## config.mk

```make
export PLATFORM = sky130hd
export DESIGN_NAME = pcileech_tlp_tx_arb
export DESIGN_NICKNAME = d
export VERILOG_FILES = /design/src/rtl/pcileech_tlp_tx_arb.sv
export SDC_FILE = /design/constraint.sdc
export NUM_CORES = 1
export LEC_CHECK = 0
export ABC_AREA = 1
export CORE_AREA = 2 2 109 111
export CTS_CLUSTER_DIAMETER = 120
export DETAILED_ROUTE_END_ITERATION = 8
export DIE_AREA = 0 0 111 113
export HOLD_SLACK_MARGIN = 0.12
export PLACE_DENSITY = 0.68
export SYNTH_ARGS = -nofsm -noshare
export SYNTH_HDL_FRONTEND = slang
export SYNTH_SLANG_ARGS = --single-unit
```

## constraint.sdc

```tcl
create_clock -name user_clk -period 3.67 [get_ports user_clk]
set_clock_uncertainty 0.15 [all_clocks]
set_input_delay 0.367 -clock user_clk [delete_from_list [all_inputs] [get_ports user_clk]]
set_output_delay 0.367 -clock user_clk [all_outputs]
set_load 0.005 [all_outputs]
```

## src/rtl/pcileech_tlp_tx_arb.sv

```systemverilog
// Packet-granular round-robin arbiter sharing the PCIe core TLP transmit stream
// between the host TLP path (port 0) and an on-FPGA TLP generator (port 1).
module pcileech_tlp_tx_arb #(
  parameter int TIMEOUT_CYCLES = 1024,
  parameter int CNT_WIDTH      = 16
) (
  input  logic                 user_clk,
  input  logic                 user_reset,
  input  logic [33:0]          rx0_data,
  input  logic                 rx0_valid,
  output logic                 rx0_ready,
  input  logic [33:0]          rx1_data,
  input  logic                 rx1_valid,
  output logic                 rx1_ready,
  output logic [33:0]          tx_data,
  output logic                 tx_valid,
  input  logic                 tx_ready,
  output logic [1:0]           grant,
  output logic                 stall_err,
  output logic [CNT_WIDTH-1:0] pkt_cnt0,
  output logic [CNT_WIDTH-1:0] pkt_cnt1
);

  localparam int TW = $clog2(TIMEOUT_CYCLES + 1);
  localparam logic [TW-1:0] TIMER_MAX = TW'(TIMEOUT_CYCLES);
  localparam logic [TW-1:0] TIMER_SET = TW'(TIMEOUT_CYCLES - 1);

  typedef enum logic {S_IDLE, S_BUSY} state_e;

  state_e               state_q, state_d;
  logic [1:0]           grant_q, grant_d;
  logic                 last_port_q, last_port_d;
  logic                 stall_err_q, stall_err_d;
  logic [TW-1:0]        timer_q, timer_d;
  logic [CNT_WIDTH-1:0] pkt_cnt0_q, pkt_cnt0_d;
  logic [CNT_WIDTH-1:0] pkt_cnt1_q, pkt_cnt1_d;

  logic g_valid;
  logic g_last;
  logic accept_last;
  logic winner;

  // Zero-latency pass-through from the granted port; idle drives zeros.
  always_comb begin
    // NOTE: every combinational output gets a default first so no path infers a latch.
    tx_data   = '0;
    tx_valid  = 1'b0;
    rx0_ready = 1'b0;
    rx1_ready = 1'b0;
    if (state_q == S_BUSY) begin
      if (grant_q[1]) begin
        tx_data   = rx1_data;
        tx_valid  = rx1_valid;
        rx1_ready = tx_ready;
      end else begin
        tx_data   = rx0_data;
        tx_valid  = rx0_valid;
        rx0_ready = tx_ready;
      end
    end
  end

  assign g_valid     = grant_q[1] ? rx1_valid    : rx0_valid;
  assign g_last      = grant_q[1] ? rx1_data[32] : rx0_data[32];
  assign accept_last = (state_q == S_BUSY) && g_valid && tx_ready && g_last;

  always_comb begin
    state_d     = state_q;
    grant_d     = grant_q;
    last_port_d = last_port_q;
    stall_err_d = stall_err_q;
    timer_d     = '0;
    pkt_cnt0_d  = pkt_cnt0_q;
    pkt_cnt1_d  = pkt_cnt1_q;
    winner      = 1'b0;

    case (state_q)
      S_IDLE: begin
        if (rx0_valid || rx1_valid) begin
          // On a tie the port that did not win last time goes next.
          winner      = (rx0_valid && rx1_valid) ? ~last_port_q : rx1_valid;
          grant_d     = winner ? 2'b10 : 2'b01;
          last_port_d = winner;
          state_d     = S_BUSY;
        end
      end
      S_BUSY: begin
        if (!g_valid) begin
          timer_d = (timer_q < TIMER_MAX) ? timer_q + 1'b1 : timer_q;
          if (timer_q >= TIMER_SET) stall_err_d = 1'b1;
        end
        if (accept_last) begin
          state_d = S_IDLE;
          grant_d = 2'b00;
          if (grant_q[1]) pkt_cnt1_d = pkt_cnt1_q + 1'b1;
          else            pkt_cnt0_d = pkt_cnt0_q + 1'b1;
        end
      end
      default: state_d = S_IDLE;
    endcase
  end

  always_ff @(posedge user_clk or posedge user_reset) begin
    if (user_reset) begin
      state_q     <= S_IDLE;
      grant_q     <= 2'b00;
      last_port_q <= 1'b1;
      stall_err_q <= 1'b0;
      timer_q     <= '0;
      pkt_cnt0_q  <= '0;
      pkt_cnt1_q  <= '0;
    end else begin
      // NOTE: state uses non-blocking assignments so every flop samples pre-edge values.
      state_q     <= state_d;
      grant_q     <= grant_d;
      last_port_q <= last_port_d;
      stall_err_q <= stall_err_d;
      timer_q     <= timer_d;
      pkt_cnt0_q  <= pkt_cnt0_d;
      pkt_cnt1_q  <= pkt_cnt1_d;
    end
  end

  assign grant     = grant_q;
  assign stall_err = stall_err_q;
  assign pkt_cnt0  = pkt_cnt0_q;
  assign pkt_cnt1  = pkt_cnt1_q;

endmodule
```

==> results_dict.tcl <==
set metrics [dict create \
    status "complete, no violations" \
    drive_gt1_frac 0.0464 \
    relSlewSlack 0.339 \
    cp_cell_sequence "nor2_4, buf_4, nand2_1, nand2_1, clkdlybuf4s50_1" \
    core_mm2 0.0113 \
    cp_slowest_cell "dfrtp_1" \
    io_buffers 144 \
    timing.hold.ws_ps 316 \
    cpMostUsedCell "nand2_1" \
    maxCapViolCount 0 \
    fp.dieH_um 113 \
    use_met2 0.278 \
    synth_top_area_cell "dfrtp_1" \
    netlist_area_mm2 0.00333 \
    endpoint_kind "output pin" \
    postSynthCellCount 508 \
    ys_ff_latch 48 \
    drt-initial-drc-count 191 \
    post-synth-top-area-fraction 0.354 \
    place.gp.congestion 0.904 \
    start_util 0.295 \
    wl_um 10000 \
    slowest_delay_ps 680 \
    holdBufCountCts 0 \
    synth_edf_count 0 \
    cp-start-kind "flop" \
    ys_types 29 \
    grt_pass1_wl_um 17100 \
    rrSetupSlack_ps 1530 \
    clkSlewWorstSetupHoldPaths_ps 70 \
    async_reset_ff_frac 1.00 \
    rows 39 \
    period_share 0.787 \
    drv_slew 0 \
    post_drt_wl_per_cell_um 12.7 \
    cts_max_path_buffers 2 \
    drc 0 \
    synthesis.nets 584 \
    fin_crit_ps 2890 \
    power_leakage_nw 2.25 \
    hold_path.class "reg2reg" \
    vdd.ir_drop.worst_v 0.000224 \
    io_pins 145 \
    final.setup.tns_ps 0 \
    grt_max_degree 49 \
    ys_warn_count 0 \
    cts_buffers 5 \
    cts_resized 0 \
    crit_path_max_fanout 24 \
    clock-sinks 48 \
    dp_hpwl_um 7810 \
    via_count 3690 \
    synth_area_leaders "dfrtp_1, nand2_1, nand3_1, nor2_1, inv_1" \
    cts_tree "yes" \
    met3_usage 0.0279 \
    rsz0062_at_grt "no" \
    tightest_slew_ps 989 \
    post_cts_buffers 0 \
    synth_commonest_cells "nand2_1, nand3_1, dfrtp_1" \
    worstSetupPathType "reg2out" \
    ant_nets 0 \
    arrival_ps 2370 \
    hold_violations 0 \
    cp.required_ps 3150 \
    grt-ovfl-total 0 \
    grt_busiest_layer "met2" \
    avgSynthCellArea_um2 6.55 \
    dr.pass1.iters 4 \
    avgViaCountPerCell 4.67 \
    setup_viol 0 \
    dieWidth_um 111 \
    synthToLayoutAreaGrowth_pct 50.9 \
    fmax_mhz 346 \
    root_buffer "clkbuf_16" \
    clk_latency_ps 280 \
    antenna_found_initial 0 \
    dieArea_mm2 0.0125 \
    htree_levels 2 \
    synth.most_common_cell "nand2_1" \
    p_per_area_mw_per_mm2 466 \
    grt_use_met1 0.208 \
    ys.flop_type "dfrtp_1" \
    grt_pass1_vias 3590 \
    grtUsageTotal 0.160 \
    final_nets 722 \
    ys_seq_area_frac 0.362 \
    n_antenna_cell 0 \
]
[cell usage in the layout, fill, tap and decap left out, types with 9 or more instances in the layout]
cell type        synthesis  layout
inv_1                   35      34
nor2_1                  39      39
clkdlybuf4s50_1          0     144
xnor2_1                 12      12
nand3_1                 55      55
nand2_1                233     233
dfrtp_1                 47      47
o21ai_0                  9       9
nand4_1                 13      13
[path summary, 6_finish.rpt]
check	cells past startpoint	start	end
max in group asynchronous	2	user_reset	grant[1]$_DFFE_PP0P_
hold reg to reg	2	last_port_q$_DFFE_PP1P_	last_port_q$_DFFE_PP1P_
min in group asynchronous	2	user_reset	pkt_cnt0[2]$_DFFE_PP0P_
hold / removal	2	last_port_q$_DFFE_PP1P_	last_port_q$_DFFE_PP1P_
setup reg to reg	7	grant[1]$_DFFE_PP0P_	pkt_cnt1[2]$_DFFE_PP0P_
setup / recovery	5	grant[1]$_DFFE_PP0P_	tx_data[5]
[worst max-delay path, delay by kind of cell (launching register included)]
| kind | cells | cell delay (ps) |
|---|---|---|
| buf+inv | 2 | 820 |
| flops | 1 | 680 |
| simple gates | 3 | 580 |
[registers in the layout, summed over array words and instances, names as in the netlist]
register     count
pkt_cnt0        16
pkt_cnt1        16
timer_q         11
grant            2
last_port_q      1
stall_err        1
state_q          1
[final cells by class]
type	count	area (µm²)
Clock inverter	3	18.8
Inverter	38	145
Multi-Input combinational cell	406	1880
Tap cell	143	179
Fill cell	1186	6250
Sequential cell	48	1200
Timing Repair Buffer	147	1460
Clock buffer	5	125
[layer usage]
metal	up-vias	part of all wire
met5	-	0
met4	0	0.018
met3	16	0.053
met2	117	0.49
met1	1677	0.44
li1	1880	-
[cell families (layout without fill, tap and decap cells)]
family          Yosys count  in the layout  synth area share
compound gates           26             26            0.0448
xor+xnor                 15             15            0.0395
flops                    48             48             0.362
buf+inv                  54            193            0.0719
simple gates            362            362             0.471
fa+ha+maj                 3              3            0.0113
[power by group]
part           internal (W)  leakage [nW]  switching, W
registers          0.000590         0.654      0.000103
clock network      0.000252        0.0736      0.000201
logic              0.000623          1.53      0.000569
total               0.00146          2.25      0.000874
[metrics by stage]
| step | cell area [µm²] | worst slack (ps) | std cells | power [W] | utilization |
|---|---|---|---|---|---|
| finish | 5020 | 782 | 790 | 0.00234 | 0.445 |
| detailed placement | 4870 | 1080 | 782 | 0.00190 | 0.432 |
| global route | 5020 | 623 | 790 | 0.00250 | 0.445 |
| floorplan | 3330 | 2010 | 508 | 0.00126 | - |
| global placement | 4870 | 1160 | 782 | 0.00188 | 0.432 |
| CTS | 5020 | 775 | 790 | 0.00237 | 0.445 |
Note: power is estimated with default switching activity, not from simulation.
